<file path="src/rtl/mem_port_arbiter.sv">
// mem_port_arbiter: shares one synchronous-read memory port between the
// instruction-fetch requester (I, read-only) and the load/store requester (D).
// Every access runs IDLE -> ACC -> RESP. D has priority over I, but after
// MAX_WAIT consecutive losses I is forced to win the next arbitration.
// Ports:
//   clk, reset                         clock, async active-high reset
//   i_req, i_addr / i_done, i_rdata    fetch request / completion + data
//   d_req, d_we, d_addr, d_wdata       load/store request
//   d_done, d_rdata                    load/store completion + load data
//   mem_addr, mem_we, mem_wdata        registered memory command
//   mem_rdata                          memory data, one cycle after address
// Optional (macro ARB_STATS_EN):
//   conflict_cnt  count of IDLE cycles with both requests pending
//   starve_hit    pulse when I wins only because of the starvation guard
module mem_port_arbiter #(
    parameter int MAX_WAIT = 4,
    parameter int AW       = 32,
    parameter int DW       = 32
) (
    input  logic          clk,
    input  logic          reset,
    input  logic          i_req,
    input  logic [AW-1:0] i_addr,
    output logic          i_done,
    output logic [DW-1:0] i_rdata,
    input  logic          d_req,
    input  logic          d_we,
    input  logic [AW-1:0] d_addr,
    input  logic [DW-1:0] d_wdata,
    output logic          d_done,
    output logic [DW-1:0] d_rdata,
    output logic [AW-1:0] mem_addr,
    output logic          mem_we,
    output logic [DW-1:0] mem_wdata,
    input  logic [DW-1:0] mem_rdata
`ifdef ARB_STATS_EN
    ,
    output logic [31:0]   conflict_cnt,
    output logic          starve_hit
`endif
);

    typedef enum logic [1:0] {
        S_IDLE = 2'd0,
        S_ACC  = 2'd1,
        S_RESP = 2'd2
    } state_t;

    localparam logic [7:0] MAX_W = 8'(MAX_WAIT);

    state_t        state_q, state_d;
    logic          owner_q, owner_d;       // 1 = D owns the access
    logic [AW-1:0] mem_addr_q, mem_addr_d;
    logic [DW-1:0] mem_wdata_q, mem_wdata_d;
    logic          mem_we_q, mem_we_d;
    logic [7:0]    wait_cnt_q, wait_cnt_d;

    logic both;
    logic force_i;
    logic gnt_d;
    logic gnt_i;

    // Arbitration is only meaningful in IDLE; grants are qualified here.
    always_comb begin
        both    = i_req & d_req;
        force_i = both & (wait_cnt_q == MAX_W);
        gnt_d   = (state_q == S_IDLE) & d_req & ~force_i;
        gnt_i   = (state_q == S_IDLE) & i_req & ~gnt_d;
    end

    // State register
    always_ff @(posedge clk or posedge reset) begin
        if (reset) begin
            state_q <= S_IDLE;
        end else begin
            state_q <= state_d;
        end
    end

    // Next-state logic
    always_comb begin
        state_d = state_q;
        case (state_q)
            S_IDLE:  if (gnt_d | gnt_i) state_d = S_ACC;
            S_ACC:   state_d = S_RESP;
            S_RESP:  state_d = S_IDLE;
            default: state_d = S_IDLE;
        endcase
    end

    // Output logic
    always_comb begin
        mem_we  = (state_q == S_ACC) & mem_we_q;
        i_done  = (state_q == S_RESP) & ~owner_q;
        d_done  = (state_q == S_RESP) & owner_q;
        i_rdata = i_done ? mem_rdata : '0;
        d_rdata = d_done ? mem_rdata : '0;
    end

    assign mem_addr  = mem_addr_q;
    assign mem_wdata = mem_wdata_q;

    // Command capture and starvation counter
    always_comb begin
        owner_d     = owner_q;
        mem_addr_d  = mem_addr_q;
        mem_wdata_d = mem_wdata_q;
        mem_we_d    = mem_we_q;
        wait_cnt_d  = wait_cnt_q;
        if (gnt_d) begin
            owner_d     = 1'b1;
            mem_addr_d  = d_addr;
            mem_wdata_d = d_wdata;
            mem_we_d    = d_we;
            if (both && wait_cnt_q != MAX_W) begin
                wait_cnt_d = wait_cnt_q + 8'd1;
            end
        end else if (gnt_i) begin
            owner_d    = 1'b0;
            mem_addr_d = i_addr;
            mem_we_d   = 1'b0;
            wait_cnt_d = 8'd0;
        end
    end

    always_ff @(posedge clk or posedge reset) begin
        if (reset) begin
            owner_q     <= 1'b0;
            mem_addr_q  <= '0;
            mem_wdata_q <= '0;
            mem_we_q    <= 1'b0;
            wait_cnt_q  <= 8'd0;
        end else begin
            owner_q     <= owner_d;
            mem_addr_q  <= mem_addr_d;
            mem_wdata_q <= mem_wdata_d;
            mem_we_q    <= mem_we_d;
            wait_cnt_q  <= wait_cnt_d;
        end
    end

`ifdef ARB_STATS_EN
    logic [31:0] conflict_q, conflict_d;

    always_comb begin
        conflict_d = conflict_q;
        if (state_q == S_IDLE && both) begin
            conflict_d = conflict_q + 32'd1;
        end
    end

    always_ff @(posedge clk or posedge reset) begin
        if (reset) begin
            conflict_q <= 32'd0;
        end else begin
            conflict_q <= conflict_d;
        end
    end

    assign conflict_cnt = conflict_q;
    // force_i already implies both requests, so I is the winner here.
    assign starve_hit   = gnt_i & force_i;
`endif

endmodule

</file>
<file path="config.mk">
export PLATFORM = sky130hd
export DESIGN_NAME = mem_port_arbiter
export DESIGN_NICKNAME = d
export VERILOG_FILES = /design/src/rtl/mem_port_arbiter.sv
export SDC_FILE = /design/constraint.sdc
export NUM_CORES = 1
export LEC_CHECK = 0
export CELL_PAD_IN_SITES_DETAIL_PLACEMENT = 2
export CELL_PAD_IN_SITES_GLOBAL_PLACEMENT = 2
export CORE_ASPECT_RATIO = 1.25
export CORE_MARGIN = 10
export CORE_UTILIZATION = 21
export CTS_CLUSTER_DIAMETER = 100
export DETAILED_ROUTE_END_ITERATION = 10
export MAX_ROUTING_LAYER = met4
export PLACE_DENSITY_LB_ADDON = 0.1
export SYNTH_ARGS = -nofsm -noshare
export SYNTH_HDL_FRONTEND = slang
export SYNTH_SLANG_ARGS = --single-unit
</file>
<file path="constraint.sdc">
create_clock -name clk -period 7.16 [get_ports clk]
set_input_delay 1.432 -clock clk [delete_from_list [all_inputs] [get_ports clk]]
set_output_delay 1.432 -clock clk [all_outputs]
set_load 0.01 [all_outputs]
</file>
* Word level (Yosys, flattened, before mapping) *
Cells that the tools add are included.

storage, ports and cells
  register bits = 76
  input bits = 133
  output and inout bits = 131
  logic and storage cells = 42

operators by class
  $add $sub $neg = 1
  equality and inequality tests = 6
  muxes and demuxes = 12
  bitwise gates (word level) = 13
  reductions and logical operators = 4

operators by type and width
  kind                   count
  $mux W32               4
  $mux W8                3
  $and A1 B1 Y1          9
  $add A8 B1 Y8 const B  1
  $eq A8 B3 Y1 const B   1
  $ne A8 B3 Y1 const B   1
  $ne A2 B1 Y1 const B   2
  $pmux W2 S2            1
  $mux W1                3
  $not A1 Y1             3
  $eq A2 B1 Y1 const B   1
  $eq A2 B2 Y1 const B   1
  $logic_not A2 Y1       1
  $mux W2                1
  $reduce_and A2 Y1      1
  $reduce_bool A2 Y1     1
  $logic_and A1 B1 Y1    1
  $or A1 B1 Y1           1

* Logic depth before layout (Yosys ltp) *
Gate-level depths: netlist of the first run.

  depth in word-level cells = 9
  gate-level depth with buffers = 8
  depth with buffers taken out = 6

* Least setup slack after synthesis of the first run *
No wires, ideal clock.

  path kind = input to output
  start point = in mem_rdata[0]
  end point = out d_rdata[0]
  arrival time = 1.578 ns
  data required time = 5.728 ns
  path slack = 4.150 ns
  stages on the path = 1
  buffers on the path = 0
  cell sequence = and2_1

on the way
  cells in the longest elaborated chain, start to end = 1

ends and longest elaborated chain
  what                RTL line  source
  start: declaration  35        input logic [DW-1:0] mem_rdata
  $mux W32            97        d_rdata = d_done ? mem_rdata : '0;
  end: declaration    31        output logic [DW-1:0] d_rdata,

No other way between the ends.

* Final worst setup path of the first run *
  start point = in mem_rdata[9]
  end point = out i_rdata[9]

on the way
  cells in the longest elaborated chain, start to end = 1

ends and longest elaborated chain
  what              RTL line  source
  $mux W32          96        i_rdata = i_done ? mem_rdata : '0;
  end: declaration  25        output logic [DW-1:0] i_rdata,

No other way between the ends.

==> impl_metrics.py, run 1 <==
metrics = {
    "run_status": {
        "outcome": "finished clean",
    },
    "die": {
        "core_area_um2": 17500,
        "dieHeight_um": 169,
        "dieArea_um2": 23600,
        "io_pins": 264,
        "start_util": 0.214,
        "row_count": 54,
        "die_w_um": 140,
    },
    "worst_setup_path": {
        "critPathMaxFanout": 2,
        "cp-start-kind": "input pin",
        "cp-end-kind": "output pin",
        "critPathKind": "input pin to output pin",
        "critPathArrivalTime_ns": 2.62,
        "reg2reg_slack_ns": 4.81,
        "ff2ff_path_depth": 4,
        "crit_required_ns": 5.73,
    },
    "clocking": {
        "cts_root_buf": "clkbuf_16",
        "cts.clk_slew.worst_paths_ns": 0.06,
        "cts-resized-gates": 0,
        "post-cts-setup-buffer-count": 0,
        "cts_tree": "built",
        "clk_latency_ns": 0.35,
        "htreeDepth": 3,
        "cts.sinks": 76,
        "hold_buffers": 0,
        "clock_path_buffers": 2,
        "cts_buffers": 9,
    },
    "yosys": {
        "avgSynthCellArea_um2": 10.9,
        "ys_ff_latch": 76,
        "synthCells": 345,
        "synth_area_um2": 3750,
        "synth.distinct_cells": 32,
        "synth_warnings": 0,
        "seq_area_frac_synth": 0.507,
        "synth_fp_nets": 480,
    },
    "final_layout": {
        "n_antenna_cell": 0,
        "drive_above_1_share": 0.0959,
        "nets": 735,
        "area_delta_synth_final_pct": 83.3,
    },
    "power_and_ir_drop": {
        "vdd_drop_max_mv": 0.145,
        "power_leakage_nw": 2.89,
        "p_per_area_nw_per_um2": 356,
        "power_w": 0.00245,
    },
    "place": {
        "dp_hpwl_um": 13100,
        "io_buffers": 263,
        "place_ws_ns": 3.09,
        "routabilityCongestion": 0.787,
    },
    "global_route": {
        "grtUsageMet2": 0.245,
        "grt_pass1_wl_um": 25300,
        "grt_max_degree": 77,
        "grtUsageMet3": 0.0431,
        "gr-usage-met1": 0.151,
        "grt_usage": 0.141,
        "grt_pass1_vias": 4119,
        "gr-total-overflow": 0,
        "antenna_found_initial": 0,
        "busiest_layer": "met2",
    },
    "detailed_routing": {
        "wl_per_cell_um": 20.1,
        "drt_first_pass_iters": 4,
        "drt-total-wl_um": 16600,
        "vias": 3602,
        "drt_iter0_drc": 49,
        "ant_nets": 0,
        "remaining_drc_errors": 0,
        "vias_per_cell": 4.34,
    },
    "sta": {
        "fin_ws_ns": 3.11,
        "drv_slew": 0,
        "fin_setup_tns_ns": 0,
        "fmax_ghz": 0.247,
        "skew_ns": 0.0110,
        "hold_viol": 0,
        "rsz0062_at_grt": "no",
        "period_share": 0.566,
        "fin_crit_ns": 4.05,
        "tightestPinTransition_ns": 1.05,
        "setup_viol": 0,
        "relSlewSlack": 0.297,
    },
    "min_path": {
        "whs_path_depth": 1,
        "hp-class": "flip-flop to flip-flop",
    },
    "job": {
        "cap_violations": 0,
    },
}
area by class of cell:
class                   count  area [µm²]
inverters                   3        12.5
multi-input cells         242        1700
fillers                  1868       10600
repair buffers            268        2670
clock inverters             6        70.1
clock buffers              10         239
flip-flops and latches     76        1900
well taps                 224         280
power by group:
part / leakage, nW / switching (W) / internal [W]
logic: 1.81 / 0.000535 / 0.000693
registers: 0.922 / 0.000108 / 0.000632
clock network: 0.153 / 0.000197 / 0.000283
cell usage in the layout (no fill, tap or decap), types with 3 or more instances in the layout:
cell,instances
clkbuf_16,9
nor2_1,4
a31oi_1,4
clkdlybuf4s50_1,263
buf_4,5
nand3b_1,3
mux2i_1,33
o21ai_0,38
nand2_1,42
dfrtp_1,76
and2_1,65
mux2_2,32
synth_stat cells, drive strengths merged:
master   instances  share of area
dfrtp           76           0.51
and2            66           0.11
nand2           42          0.042
o21ai           38          0.051
mux2i           33          0.088
mux2            32          0.096
buf             15          0.031
clkbuf           9         0.0093
a31oi            4         0.0067
nor2             4         0.0040
inv              3         0.0030
nand3b           3         0.0060
and3             2         0.0033
ha               2         0.0067
nand3            2         0.0027
o2bb2ai          2         0.0047
a21o             1         0.0020
a32o             1         0.0027
and3b            1         0.0023
nand4bb          1         0.0030
nor2b            1         0.0017
nor3             1         0.0013
nor3b            1         0.0020
o211a            1         0.0027
o211ai           1         0.0033
or3              1         0.0017
or3b             1         0.0023
or4b             1         0.0027
worst max-delay path, cell delays in order:
cell,delay (ns)
clkdlybuf4s50_1,0.49
and2_1,0.13
clkdlybuf4s50_1,0.56
path summary, 6_finish.rpt:
kind / to / start
max in group asynchronous: mem_wdata[22]$_DFFE_PP0N_ / reset
min in group asynchronous: mem_wdata[6]$_DFFE_PP0N_ / reset
worst max register to register: mem_wdata[9]$_DFFE_PP0N_ / wait_cnt_q[3]$_DFFE_PP0P_
worst max-delay path: i_rdata[9] / mem_rdata[9]
worst min register to register: mem_wdata[21]$_DFFE_PP0N_ / mem_wdata[21]$_DFFE_PP0N_
worst min-delay path: mem_wdata[21]$_DFFE_PP0N_ / mem_wdata[21]$_DFFE_PP0N_
cell families (layout without fill, tap and decap cells):
| logic type | count (synthesis) | in the layout | share of synthesized area |
|---|---|---|---|
| flip-flops | 76 | 76 | 0.507 |
| multiplexers | 65 | 65 | 0.184 |
| buffers and inverters | 27 | 287 | 0.0437 |
| AO/OA/AOI/OAI | 48 | 48 | 0.0728 |
| adder cells (fa/ha/maj) | 2 | 2 | 0.00667 |
| AND/OR/NAND/NOR | 127 | 127 | 0.185 |
registers in the layout (all words and copies together) (netlist names):
name,cells
mem_addr,32
mem_wdata,32
mem_we_q,1
owner_q,1
state_q,2
wait_cnt_q,8
through the flow:
step	utilization	hold slack, ns	area, µm²	cells
CTS	0.393	0.511	6870	829
global route	0.393	0.523	6870	829
detailed placement	0.375	0.495	6560	813
finish	0.393	0.508	6870	829
global placement	0.375	0.488	6560	813
floorplan	-	0.455	3750	345
layer usage:
metal / routed length, µm / up-vias
li1: - / 1675
met1: 6640 / 1762
met2: 8740 / 155
met3: 1080 / 10
met4: 174 / 0
met5: 0 / -
(Power assumes the default switching activity.)
==> run 2: changes to the inputs <==
--- a/config.mk
+++ b/config.mk
@@ -9,7 +9,7 @@
 export CELL_PAD_IN_SITES_GLOBAL_PLACEMENT = 2
 export CORE_ASPECT_RATIO = 1.25
 export CORE_MARGIN = 10
-export CORE_UTILIZATION = 21
+export CORE_UTILIZATION = 17
 export CTS_CLUSTER_DIAMETER = 100
 export DETAILED_ROUTE_END_ITERATION = 10
 export MAX_ROUTING_LAYER = met4
==> constraint.sdc (replaced) <==
create_clock -name clk -period 3.7 [get_ports clk]
set_input_delay 0.74 -clock clk [delete_from_list [all_inputs] [get_ports clk]]
set_output_delay 0.74 -clock clk [all_outputs]
set_load 0.01 [all_outputs]
==> run 2 against run 1 <==
  * Power is 93% higher
  * Worst setup slack lost 2.4 ns
  * Sequential cell count is the same
  * Core utilization shrank 7.0 points
  * Global-route usage down 2.4 points
  * Largest power group unchanged
  * Cell count rose by 7.0%
  * Clock skew about the same
  * Sequential share of layout area is 0.38 points lower
  * Routed wire length about the same
  * Register-to-register slack got worse by 3.3 ns
==> impl_metrics.py, run 2 (synthesis results as in run 1) <==
metrics = {
    "die": {
        "dieHeight_um": 186,
        "die_w_um": 153,
        "dieArea_um2": 28400,
        "io_pins": 264,
        "row_count": 60,
        "core_area_um2": 21600,
        "start_util": 0.173,
    },
    "sta": {
        "hold_viol": 0,
        "fin_crit_ns": 2.99,
        "relSlewSlack": 0.559,
        "setup_viol": 0,
        "rsz0062_at_grt": "no",
        "drv_slew": 0,
        "fmax_ghz": 0.334,
        "skew_ns": 0.0115,
        "period_share": 0.808,
        "fin_setup_tns_ns": 0,
        "tightestPinTransition_ns": 0.662,
    },
    "clocking": {
        "cts_root_buf": "clkbuf_16",
        "cts-resized-gates": 0,
        "cts.clk_slew.worst_paths_ns": 0.06,
        "clk_latency_ns": 0.34,
        "hold_buffers": 0,
        "cts_tree": "built",
        "clock_path_buffers": 2,
        "cts.sinks": 76,
        "post-cts-setup-buffer-count": 0,
        "htreeDepth": 3,
        "cts_buffers": 9,
    },
    "final_layout": {
        "drive_above_1_share": 0.100,
        "area_delta_synth_final_pct": 85.8,
        "n_antenna_cell": 0,
        "final_cell_mix": "clkdlybuf4s50_1 (263), dfrtp_1 (76), and2_1 (65)",
        "final_common_cell": "clkdlybuf4s50_1",
        "n_fill_cell": 2349,
        "nets": 738,
        "utilization": 0.322,
    },
    "worst_setup_path": {
        "cp-start-kind": "flip-flop",
        "crit_required_ns": 2.96,
        "critPathMaxFanout": 21,
        "critPathKind": "flip-flop to output pin",
        "critPathArrivalTime_ns": 2.25,
        "cp-end-kind": "output pin",
    },
    "power_and_ir_drop": {
        "switching_share": 0.344,
        "p_comb_frac": 0.503,
        "intPower_w": 0.00311,
        "clkPwrFrac": 0.193,
        "power_leakage_nw": 2.90,
        "seqPwrFrac": 0.304,
        "p_per_area_nw_per_um2": 679,
        "vdd_drop_max_mv": 0.240,
        "power_switching_w": 0.00163,
    },
    "place": {
        "routabilityCongestion": 0.762,
        "dp_hpwl_um": 13400,
        "io_buffers": 263,
    },
    "detailed_routing": {
        "wl_per_cell_um": 18.8,
        "remaining_drc_errors": 0,
        "ant_nets": 0,
        "drt_first_pass_iters": 4,
        "vias": 3614,
        "drt-total-wl_um": 16600,
        "drt_iter0_drc": 94,
        "vias_per_cell": 4.07,
    },
    "global_route": {
        "grt_pass1_wl_um": 25300,
        "grt_usage": 0.117,
        "gr-total-overflow": 0,
        "antenna_found_initial": 0,
        "grt_pass1_vias": 4099,
        "grt_max_degree": 39,
    },
    "run_status": {
        "outcome": "finished clean",
    },
    "job": {
        "cap_violations": 0,
    },
    "min_path": {
        "hp-class": "flip-flop to flip-flop",
    },
}
## run 2: changes by cell type in the layout (fill, tap and decap cells not counted), sizes merged
cell      before  now
buf            5    8
inv            4    3
clkinvlp       0    2
clkbuf        10    9
## run 2: final timing paths
kind / startpoint / endpoint / slack (ns) / cells past startpoint
max: state_q[0]$_DFFE_PP0P_ / d_rdata[7] / 0.71 / 4
min: mem_wdata[27]$_DFFE_PP0N_ / mem_wdata[27]$_DFFE_PP0N_ / 0.50 / 1
max reg2reg: wait_cnt_q[3]$_DFFE_PP0P_ / wait_cnt_q[3]$_DFFE_PP0P_ / 1.47 / 4
min reg2reg: mem_wdata[27]$_DFFE_PP0N_ / mem_wdata[27]$_DFFE_PP0N_ / 0.50 / 1
max in group asynchronous: reset / mem_wdata[22]$_DFFE_PP0N_ / 2.16 / 3
min in group asynchronous: reset / mem_addr[29]$_DFFE_PP0P_ / 0.74 / 2
## run 2: cell type report
| cell class | count | area [µm²] | area share |
|---|---|---|---|
| Clock buffer | 9 | 225 | 0.0323 |
| Clock inverter | 7 | 76.3 | 0.0110 |
| Inverter | 3 | 12.5 | 0.00180 |
| Multi-Input combinational cell | 242 | 1700 | 0.244 |
| Sequential cell | 76 | 1900 | 0.273 |
| Tap cell | 279 | 349 | 0.0501 |
| Timing Repair Buffer | 271 | 2710 | 0.388 |
## run 2: stage by stage
step	setup slack, ns	instances	hold WS (ns)	instance area (µm²)	power, W
global route	0.500	887	0.520	6970	0.00510
CTS	0.641	887	0.508	6970	0.00487
detailed placement	0.713	871	0.496	6670	0.00392
global placement	0.776	871	0.487	6670	0.00386
finish	0.709	887	0.505	6970	0.00473
floorplan	1.02	345	0.455	3750	0.00251
## run 2: metal layers
layer,vias to the layer above,wire length [µm],GRT usage,share of wire
li1,1685,-,-,-
met1,1762,6650,0.127,0.40
met2,157,8700,0.204,0.52
met3,10,1100,0.0351,0.066
met4,0,201,0.0378,0.012
met5,-,0,-,0
## run 2: worst max-delay path, cell delays in order (launching register included)
cell	delay, ns
dfrtp_1	0.42
and3b_1	0.48
buf_4	0.30
and2_1	0.15
clkdlybuf4s50_1	0.56
## run 2: power groups by stage
stage | Combinational (W) | Sequential (W) | Clock [W]
final | 0.00238 | 0.00144 | 0.000912
after global routing | 0.00260 | 0.00150 | 0.000993
after CTS | 0.00247 | 0.00145 | 0.000954
after detailed placement | 0.00247 | 0.00146 | 0
after global placement | 0.00241 | 0.00144 | 0
after floorplan | 0.000914 | 0.00159 | 0
==> run 3: changes to the inputs <==
==> constraint.sdc (replaced) <==
create_clock -name clk -period 2.7 [get_ports clk]
set_input_delay 0.54 -clock clk [delete_from_list [all_inputs] [get_ports clk]]
set_output_delay 0.54 -clock clk [all_outputs]
set_load 0.01 [all_outputs]
==> run 3 against run 2 <==
  * Die area unchanged
  * Sequential cell count unchanged
  * Critical path depth unchanged
  * Hold slack worse by 0.0026 ns
  * Count of clock-buffer cells in the layout up 2
  * Cell area up 1.5%
  * Cell count unchanged
  * Non-clock buffer count up 1
  * Routed wire length down 0.95%
  * Core utilization up 0.48 points
  * Clock skew down 0.0014 ns
  * Critical path type unchanged
==> impl_metrics.py, run 3 (synthesis results as in run 1) <==
metrics = {
    "power_and_ir_drop": {
        "power_w": 0.00667,
        "p_comb_frac": 0.499,
        "vdd_drop_max_mv": 0.353,
        "power_switching_w": 0.00219,
        "intPower_w": 0.00449,
        "clkPwrFrac": 0.207,
        "p_per_area_nw_per_um2": 944,
        "seqPwrFrac": 0.294,
        "switching_share": 0.328,
        "power_leakage_nw": 2.94,
    },
    "worst_setup_path": {
        "cp-start-kind": "flip-flop",
        "critPathMaxFanout": 33,
        "crit_path_cell_trace": "nor3b_2, buf_6, and2_1, clkdlybuf4s50_1",
        "critPathKind": "flip-flop to output pin",
        "cp_slowest_cell": "clkdlybuf4s50_1",
        "critical-path-top-delay-family": "buffers and inverters",
        "critPathArrivalTime_ns": 1.95,
        "crit_required_ns": 2.16,
        "max_stage_delay_ns": 0.57,
        "cp-end-kind": "output pin",
        "worst-path-buf-inv": 2,
    },
    "clocking": {
        "cts_buffers": 9,
        "cts.sinks": 76,
        "clock_path_buffers": 2,
        "htreeDepth": 3,
        "cts_root_buf": "clkbuf_16",
        "cts_tree": "built",
        "post-cts-setup-buffer-count": 0,
        "hold_buffers": 0,
        "cts.clk_slew.worst_paths_ns": 0.07,
        "clk_latency_ns": 0.33,
    },
    "die": {
        "dieArea_um2": 28400,
        "row_count": 60,
        "core_area_um2": 21600,
        "io_pins": 264,
        "dieHeight_um": 186,
        "die_w_um": 153,
        "start_util": 0.173,
    },
    "final_layout": {
        "area_delta_synth_final_pct": 88.6,
        "n_antenna_cell": 0,
        "final_common_cell": "clkdlybuf4s50_1",
        "regArea_um2": 1900,
        "final_cell_mix": "clkdlybuf4s50_1 (263), dfrtp_1 (76), and2_1 (65)",
        "fin_cells": 887,
        "drive_above_1_share": 0.0970,
        "utilization": 0.327,
        "nets": 739,
        "multiInputGateArea_um2": 1700,
        "n_fill_cell": 2309,
    },
    "sta": {
        "setup_viol": 0,
        "hold_viol": 0,
        "fin_ws_ns": 0.206,
        "fmax_ghz": 0.401,
        "fin_setup_tns_ns": 0,
        "rsz0062_at_grt": "no",
        "relSlewSlack": 0.568,
        "period_share": 0.924,
        "tightestPinTransition_ns": 0.647,
        "drv_slew": 0,
        "fin_crit_ns": 2.49,
        "skew_ns": 0.0100,
    },
    "place": {
        "place_ws_ns": 0.367,
        "dp_hpwl_um": 13300,
        "io_buffers": 263,
        "routabilityCongestion": 0.766,
        "post-place-cells": 872,
    },
    "global_route": {
        "grt_max_degree": 69,
        "grt_usage": 0.116,
        "grt_pass1_wl_um": 25200,
        "antenna_found_initial": 0,
        "grt_pass1_vias": 4154,
        "gr-total-overflow": 0,
    },
    "job": {
        "cap_violations": 0,
    },
    "run_status": {
        "outcome": "finished clean",
    },
    "min_path": {
        "hp-class": "flip-flop to flip-flop",
    },
    "detailed_routing": {
        "wl_per_cell_um": 18.6,
        "drt_iter0_drc": 76,
        "remaining_drc_errors": 0,
        "drt-total-wl_um": 16500,
        "ant_nets": 0,
        "vias": 3599,
        "vias_per_cell": 4.06,
        "drt_first_pass_iters": 4,
    },
}
-- run 3: cell types whose count changed in the layout (fill, tap and decap cells not counted), moves of 2 or more --
| cell | before | now |
|---|---|---|
| clkbuf_1 | 0 | 2 |
| buf_4 | 7 | 2 |
| bufinv_16 | 1 | 3 |
| buf_12 | 1 | 6 |
| clkinvlp_4 | 2 | 0 |
-- run 3: layout make-up --
cell class,count,share of cell area
clock buffer,11,0.0329
clock inverter,4,0.0140
inverter,3,0.00177
multi-input combinational,242,0.240
sequential,76,0.269
tap,279,0.0494
timing repair buffer,272,0.393
-- run 3: repair_timing --
item,in CTS,in global routing
endpoints found under the hold margin,0,0
resized for setup,0,1
endpoints found under the setup margin,0,1
-- run 3: final timing paths --
path	startpoint	end	slack, ns	cells past startpoint
setup / recovery	state_q[0]$_DFFE_PP0P_	i_rdata[9]	0.21	4
hold / removal	mem_wdata[11]$_DFFE_PP0N_	mem_wdata[11]$_DFFE_PP0N_	0.50	1
setup reg to reg	wait_cnt_q[3]$_DFFE_PP0P_	mem_wdata[4]$_DFFE_PP0N_	0.72	4
hold reg to reg	mem_wdata[11]$_DFFE_PP0N_	mem_wdata[11]$_DFFE_PP0N_	0.50	1
max in group asynchronous	reset	mem_addr[5]$_DFFE_PP0P_	1.54	3
min in group asynchronous	reset	mem_wdata[10]$_DFFE_PP0N_	0.59	2
-- run 3: stage by stage --
step / hold WS (ns) / instance area [µm²]
floorplan: 0.455 / 3750
global placement: 0.490 / 6740
detailed placement: 0.493 / 6740
CTS: 0.509 / 7070
global route: 0.519 / 7070
finish: 0.502 / 7070
-- run 3: metal layers --
metal	share of wire	track usage	wire, µm
met5	0	-	0
met4	0.010	0.0321	169
met3	0.069	0.0363	1140
met2	0.53	0.203	8690
met1	0.39	0.125	6500
-- run 3: power groups by stage --
stage               registers, W  logic, W  clock network [W]
floorplan                0.00218   0.00125                  0
global placement         0.00197   0.00336                  0
detailed placement       0.00199   0.00345                  0
CTS                      0.00198   0.00346            0.00145
global route             0.00206   0.00363            0.00150
finish                   0.00197   0.00333            0.00138
